**src/rtl/mem_access_pkg.sv**
```systemverilog
// Shared types and lane helpers for the MEM-stage data-RAM access unit.
package mem_access_pkg;

    localparam logic [1:0] SzByte    = 2'b00;
    localparam logic [1:0] SzHalf    = 2'b01;
    localparam logic [1:0] SzWord    = 2'b10;
    localparam logic [1:0] SzIllegal = 2'b11;

    typedef enum logic [1:0] {
        StIdle,
        StLdWait,
        StStMerge
    } state_e;

    // True when the byte offset does not satisfy the natural alignment of the size.
    function automatic logic misaligned(input logic [1:0] size, input logic [1:0] offset);
        logic bad;
        bad = 1'b0;
        case (size)
            SzHalf:  bad = offset[0];
            SzWord:  bad = |offset;
            default: bad = 1'b0;
        endcase
        return bad;
    endfunction

    // Bit position of the selected lane inside a word (little-endian).
    function automatic logic [4:0] lane_shift(input logic [1:0] size, input logic [1:0] offset);
        logic [4:0] sh;
        sh = 5'd0;
        case (size)
            SzByte:  sh = {offset, 3'b000};
            SzHalf:  sh = {offset[1], 4'b0000};
            default: sh = 5'd0;
        endcase
        return sh;
    endfunction

endpackage

```
**src/rtl/load_store_lane.sv**
```systemverilog
// Combinational lane logic: load extract/extend and sub-word store merge.
module load_store_lane
    import mem_access_pkg::*;
#(
    parameter int unsigned NB_DATA = 32
) (
    input  logic [NB_DATA-1:0] word_i,
    input  logic [NB_DATA-1:0] store_data_i,
    input  logic [1:0]         size_i,
    input  logic [1:0]         offset_i,
    input  logic               unsigned_i,
    output logic [NB_DATA-1:0] load_data_o,
    output logic [NB_DATA-1:0] merged_o
);

    logic [4:0]         shift;
    logic [NB_DATA-1:0] shifted;
    logic [NB_DATA-1:0] mask;
    logic               fill_b;
    logic               fill_h;

    // Select the addressed lane, extend it for loads and splice it in for stores.
    always_comb begin
        shift   = lane_shift(size_i, offset_i);
        shifted = word_i >> shift;
        fill_b  = ~unsigned_i & shifted[7];
        fill_h  = ~unsigned_i & shifted[15];
        load_data_o = word_i;
        mask        = '1;
        case (size_i)
            SzByte: begin
                load_data_o = {{(NB_DATA-8){fill_b}}, shifted[7:0]};
                mask        = {{(NB_DATA-8){1'b0}}, 8'hFF} << shift;
            end
            SzHalf: begin
                load_data_o = {{(NB_DATA-16){fill_h}}, shifted[15:0]};
                mask        = {{(NB_DATA-16){1'b0}}, 16'hFFFF} << shift;
            end
            default: begin
                load_data_o = word_i;
                mask        = '1;
            end
        endcase
        merged_o = (word_i & ~mask) | ((store_data_i << shift) & mask);
    end

endmodule

```
**src/rtl/mem_access_unit.sv**
```systemverilog
// MEM-stage initiator for the 1-cycle-latency data RAM: loads, stores, sub-word RMW.
module mem_access_unit
    import mem_access_pkg::*;
#(
    parameter int unsigned NB_DATA = 32,
    parameter int unsigned NB_ADDR = 11
) (
    input  logic               i_clk,
    input  logic               i_reset,
    input  logic               i_valid,
    input  logic               i_mem_read,
    input  logic               i_mem_write,
    input  logic [1:0]         i_size,
    input  logic               i_unsigned,
    input  logic [31:0]        i_address,
    input  logic [NB_DATA-1:0] i_write_data,
    output logic               o_ready,
    output logic [NB_DATA-1:0] o_read_data,
    output logic               o_read_valid,
    output logic               o_error,
    output logic [NB_ADDR-1:0] o_ram_addra,
    output logic [NB_DATA-1:0] o_ram_dina,
    output logic               o_ram_wea,
    output logic               o_ram_ena,
    output logic               o_ram_regcea,
    input  logic [NB_DATA-1:0] i_ram_douta
);

    state_e             state_q, state_d;
    logic [1:0]         size_q, offset_q;
    logic               unsigned_q;
    logic [NB_DATA-1:0] wdata_q;
    logic [NB_ADDR-1:0] addr_q;
    logic [NB_DATA-1:0] read_data_q;
    logic               read_valid_q, error_q;

    logic               req_seen, req_err, accept;
    logic               latch_req, load_capture;
    logic [NB_DATA-1:0] lane_load, lane_merged;
    logic [NB_ADDR-1:0] req_addr;
    logic               unused_addr;

    assign req_addr     = i_address[NB_ADDR+1:2];
    // Upper address bits wrap away by design.
    assign unused_addr  = ^i_address[31:NB_ADDR+2];
    assign o_ready      = (state_q == StIdle);
    assign o_ram_regcea = 1'b1;
    assign o_read_data  = read_data_q;
    assign o_read_valid = read_valid_q;
    assign o_error      = error_q;
    assign req_seen     = i_valid & o_ready & ~i_reset;

    // Classify the incoming request: error, accepted, or no-op.
    always_comb begin
        req_err = 1'b0;
        if (i_mem_read & i_mem_write) begin
            req_err = 1'b1;
        end else if (i_mem_read | i_mem_write) begin
            req_err = (i_size == SzIllegal) | misaligned(i_size, i_address[1:0]);
        end
        req_err = req_err & req_seen;
        accept  = req_seen & (i_mem_read ^ i_mem_write) & ~req_err;
    end

    load_store_lane #(
        .NB_DATA(NB_DATA)
    ) u_lane (
        .word_i      (i_ram_douta),
        .store_data_i(wdata_q),
        .size_i      (size_q),
        .offset_i    (offset_q),
        .unsigned_i  (unsigned_q),
        .load_data_o (lane_load),
        .merged_o    (lane_merged)
    );

    // Next-state and RAM port drive; RAM port is quiet while reset is held.
    always_comb begin
        state_d      = state_q;
        o_ram_ena    = 1'b0;
        o_ram_wea    = 1'b0;
        o_ram_addra  = '0;
        o_ram_dina   = '0;
        latch_req    = 1'b0;
        load_capture = 1'b0;
        case (state_q)
            StIdle: begin
                if (accept) begin
                    o_ram_ena   = 1'b1;
                    o_ram_addra = req_addr;
                    if (i_mem_write && i_size == SzWord) begin
                        o_ram_wea  = 1'b1;
                        o_ram_dina = i_write_data;
                    end else begin
                        latch_req = 1'b1;
                        state_d   = i_mem_read ? StLdWait : StStMerge;
                    end
                end
            end
            StLdWait: begin
                load_capture = 1'b1;
                state_d      = StIdle;
            end
            StStMerge: begin
                o_ram_ena   = 1'b1;
                o_ram_wea   = 1'b1;
                o_ram_addra = addr_q;
                o_ram_dina  = lane_merged;
                state_d     = StIdle;
            end
            default: state_d = StIdle;
        endcase
        if (i_reset) begin
            o_ram_ena   = 1'b0;
            o_ram_wea   = 1'b0;
            o_ram_addra = '0;
            o_ram_dina  = '0;
        end
    end

    // State, request latches and registered outputs.
    always_ff @(posedge i_clk) begin
        if (i_reset) begin
            state_q      <= StIdle;
            size_q       <= SzByte;
            offset_q     <= 2'b00;
            unsigned_q   <= 1'b0;
            wdata_q      <= '0;
            addr_q       <= '0;
            read_data_q  <= '0;
            read_valid_q <= 1'b0;
            error_q      <= 1'b0;
        end else begin
            state_q      <= state_d;
            read_valid_q <= load_capture;
            error_q      <= req_err;
            if (load_capture) begin
                read_data_q <= lane_load;
            end
            if (latch_req) begin
                size_q     <= i_size;
                offset_q   <= i_address[1:0];
                unsigned_q <= i_unsigned;
                wdata_q    <= i_write_data;
                addr_q     <= req_addr;
            end
        end
    end

endmodule

```
**config.mk**
```make
export PLATFORM = sky130hd
export DESIGN_NAME = mem_access_unit
export DESIGN_NICKNAME = d
export VERILOG_FILES = /design/src/rtl/mem_access_pkg.sv /design/src/rtl/load_store_lane.sv /design/src/rtl/mem_access_unit.sv
export SDC_FILE = /design/constraint.sdc
export NUM_CORES = 1
export LEC_CHECK = 0
export CAP_MARGIN = 20
export CORE_MARGIN = 5
export CORE_UTILIZATION = 43
export DETAILED_ROUTE_END_ITERATION = 8
export PLACE_DENSITY = 0.77
export SLEW_MARGIN = 20
export SYNTH_ARGS = -nofsm -noshare
export SYNTH_HDL_FRONTEND = slang
export SYNTH_HIERARCHICAL = 1
export SYNTH_SLANG_ARGS = --single-unit
```
**constraint.sdc**
```tcl
create_clock -name i_clk -period 3.8 [get_ports i_clk]
set_input_delay 1.14 -clock i_clk [delete_from_list [all_inputs] [get_ports i_clk]]
set_output_delay 1.14 -clock i_clk [all_outputs]
set_load 0.05 [all_outputs]
```
==> results.json <==
{
  "route.antenna.remaining_nets": 0,
  "detail_route.drc_violations": 0,
  "flow.area_growth_from_synthesis_pct": 60.7,
  "netlist_top_cells_area": "dfxtp_1 32%, nand2_1 14%, mux2i_1 13%",
  "worst-r2r-setup-slack_ns": 1.37,
  "hold_violation_count_in_the_final_report": 0,
  "post-route-cell-area_um2": 8330,
  "initial_utilization_pct": 43.5,
  "fp.coreArea_um2": 11900,
  "path_cells": "buf_8 > ha_4 > or3b_4 > o2111ai_4 > nor3_4 > buf_12 > buf_8 > a22o_4 > buf_12",
  "holdWs_ns": 0.456,
  "layout_worst_path_cycle_share_pct": 106,
  "antenna_violations_before_repair": 0,
  "place_area_um2": 7560,
  "violated_checks": "setup timing",
  "worst_hold_class": "register to register",
  "drtIter0Drc": 502,
  "max_fo_critical_path": 10,
  "final_report_setup_violation_count": 45,
  "synth_largest_area_cell": "dfxtp_1",
  "grt_overflow_total": 0,
  "timing.hold.worst_path_depth": 2,
  "max_clock_freq_ghz": 0.248,
  "insertedDiodeCount": 0,
  "cts_max_path_buffers": 2,
  "numClockSinks": 84,
  "first_global_vias": 5535,
  "max-cap-violations": 0,
  "synth.net_count": 752,
  "grt_util_all_layers_pct": 26.4,
  "vias_per_cell": 5.94,
  "die-area_um2": 14400,
  "worstSetupStartpointType": "primary input",
  "chipHeight_um": 120,
  "reported_leakage_power_nw": 3.23,
  "ys_dominant_reg_cell": "dfxtp_1",
  "slowest_stage": "or3b_4",
  "worstSkewPairLatency_ns": 0.34,
  "final.setup.tns_ns": -8.79,
  "timing.max_slew.rel_slack_pct": 38.6,
  "critPathCaptureType": "output pin",
  "design.portCount": 185,
  "final-instance-count-excl-fill": 958,
  "vias": 5692,
  "slowest_delay_ns": 0.41,
  "grt_pass1_wl_mm": 30.1,
  "synthesis.area_per_instance_um2": 8.07,
  "worstHoldEndpoint": "o_read_data[10]",
  "place.detailed.instances": 935,
  "critical_path.reg2reg.startpoint": "state_q[1]",
  "async_set_reset_flop_share_out_of_synthesis_pct": 0,
  "regToRegEndpoint": "wdata_q[22]",
  "synth_enable_flop_cells": 0,
  "routabilityCongestion": 0.916,
  "power.ir.vdd_worst_mv": 0.202,
  "synthDistinctLibCells": 45,
  "setup_repair_after_global_routing_missed_its_margin": "yes",
  "min-delay-start": "o_read_data[10]",
  "required_ns": 2.66,
  "final-max-slew-violation-count": 0,
  "postSynthCellCount": 643,
  "site_row_count": 40,
  "cts_root_buffer": "clkbuf_16",
  "ys_seq_elements": 84,
  "util_after_layout_pct": 70.0,
  "yosysTopAreaCellShare_pct": 32.4,
  "dr.pass1.iters": 5,
  "ys.warnings.count": 6,
  "buffer_ports.inserted": 164,
  "reg2reg_depth": 7,
  "worst_clock_skew_ns": 0.00478,
  "seq_total_area_yosys_pct": 32.4,
  "leading_cell_types_in_the_layout_fill_and_taps_excluded": "192 x nand2_1, 112 x clkdlybuf4s50_1, 84 x dfxtp_1, 66 x mux2i_1, 50 x a21oi_1",
  "layout.nets": 915,
  "worst_slack_setup_final_ns": -0.237,
  "critical_path_class": "primary input to output pin",
  "power_density_over_the_cells_nw_per_um2": 284,
  "crit_arrival_ns": 2.90,
  "cts_hold_buf": 0,
  "final_period_minus_worst_setup_slack_ns": 4.04,
  "outcome": "finished, violations left",
  "die_w_um": 120,
  "cts_made_buffers": 9,
  "route.detailed.wl_per_inst_um": 20.4,
  "tritoncts": "built",
  "cts.reportedPaths.clkPinSlew_ns": 0.06,
  "drive_gt1_share_pct": 25.0,
  "htree_levels": 3,
  "measured_slew_at_the_worst_slew_check_pin_ns": 0.920,
  "wirelength_mm": 19.6,
  "hpwl_mm": 13.8,
  "largest_net_degree_at_the_start_of_global_routing": 97,
  "mostFrequentLayoutCell": "nand2_1",
  "netlist_area_um2": 5190
}
-- worst max-delay path: cells and delay by family --
kind,cells,cell delay [ns]
buffers and inverters,4,0.55
AOI/OAI and AO/OA,2,0.49
and+or+nand+nor,2,0.47
adders and majority gates,1,0.23
-- cell families (layout without fill, tap and decap cells) --
logic type	Yosys count	in the layout	share of synthesized area, %
adders and majority gates	5	5	1.21
muxes	91	91	20.0
AOI/OAI and AO/OA	171	171	21.7
DFF	84	84	32.4
other	1	1	0.0723
buffers and inverters	68	235	6.34
and+or+nand+nor	223	224	18.3
-- metal layers --
metal / track usage, % / wire length, µm / vias to the layer above
li1: - / - / 2601
met1: 31.9 / 7650 / 2742
met2: 45.2 / 9740 / 300
met3: 5.14 / 1470 / 49
met4: 12.3 / 721 / 0
met5: 0 / 0 / -
-- worst max-delay path by stage --
stage              start         endpoint  slack (ns)  cells after the start
2_1_floorplan  i_size[0]   o_ram_addra[4]       -0.03                      7
4_1_cts          i_reset  o_ram_addra[10]       -0.30                      9
5_1_grt        i_size[1]    o_ram_dina[7]       -0.27                      9
3_3_place_gp   i_size[0]   o_ram_dina[22]       -1.07                      8
6_report       i_size[1]    o_ram_dina[5]       -0.24                      9
3_5_place_dp   i_size[0]  o_ram_addra[10]       -0.97                      9
-- state kept, by name (all words and copies together), names as in the netlist --
| signal | flops |
|---|---|
| offset_q | 2 |
| o_read_valid | 1 |
| o_read_data | 32 |
| state_q | 2 |
| wdata_q | 32 |
| addr_q | 11 |
| unsigned_q | 1 |
| o_error | 1 |
| size_q | 2 |
-- what timing repair did --
action,CTS,global route
pin swaps,14,7
cloned,3,0
setup endpoints to repair,45,45
resized for setup,66,16
buffers inserted,5,2
-- power breakdown --
part / internal [mW] / switching (mW) / total, mW
Sequential: 0.899 / 0.0163 / 0.915
Combinational: 0.231 / 0.260 / 0.491
Clock: 0.594 / 0.371 / 0.965
Total: 1.72 / 0.647 / 2.37
-- synth_stat cells (2+ instances only) --
| cell | number |
|---|---|
| mux4_2 | 7 |
| mux2i_1 | 66 |
| ha_1 | 5 |
| clkbuf_1 | 36 |
| o21ai_1 | 19 |
| nor3b_2 | 2 |
| nand2_1 | 192 |
| buf_2 | 11 |
| a22oi_1 | 7 |
| a32o_1 | 3 |
| inv_1 | 9 |
| or3_1 | 2 |
| nand2b_1 | 2 |
| o21ai_0 | 20 |
| and2_1 | 2 |
| mux2_2 | 17 |
| nor2_1 | 6 |
| a21o_1 | 2 |
| o22ai_1 | 7 |
| dfxtp_1 | 84 |
| a222oi_1 | 2 |
| a21oi_1 | 52 |
| or2_2 | 2 |
| a31oi_1 | 6 |
| a22o_1 | 46 |
| buf_6 | 4 |
| buf_4 | 8 |
| nor2b_1 | 7 |
-- metrics by stage --
step | power, mW | setup WS [ns]
after floorplan | 1.16 | -0.0292
after CTS | 2.36 | -0.301
after global placement | 1.37 | -1.07
final | 2.37 | -0.237
after global routing | 2.44 | -0.273
after detailed placement | 1.38 | -0.973
-- area by class of cell --
cell class / instances / area, µm²
multi-input combinational: 492 / 3580
sequential: 84 / 1680
fill: 873 / 3580
tap: 147 / 184
clock inverter: 6 / 87.6
clock buffer: 10 / 239
inverter: 9 / 36.3
timing repair buffer: 210 / 2520
Note: power is estimated with default switching activity, not from simulation.
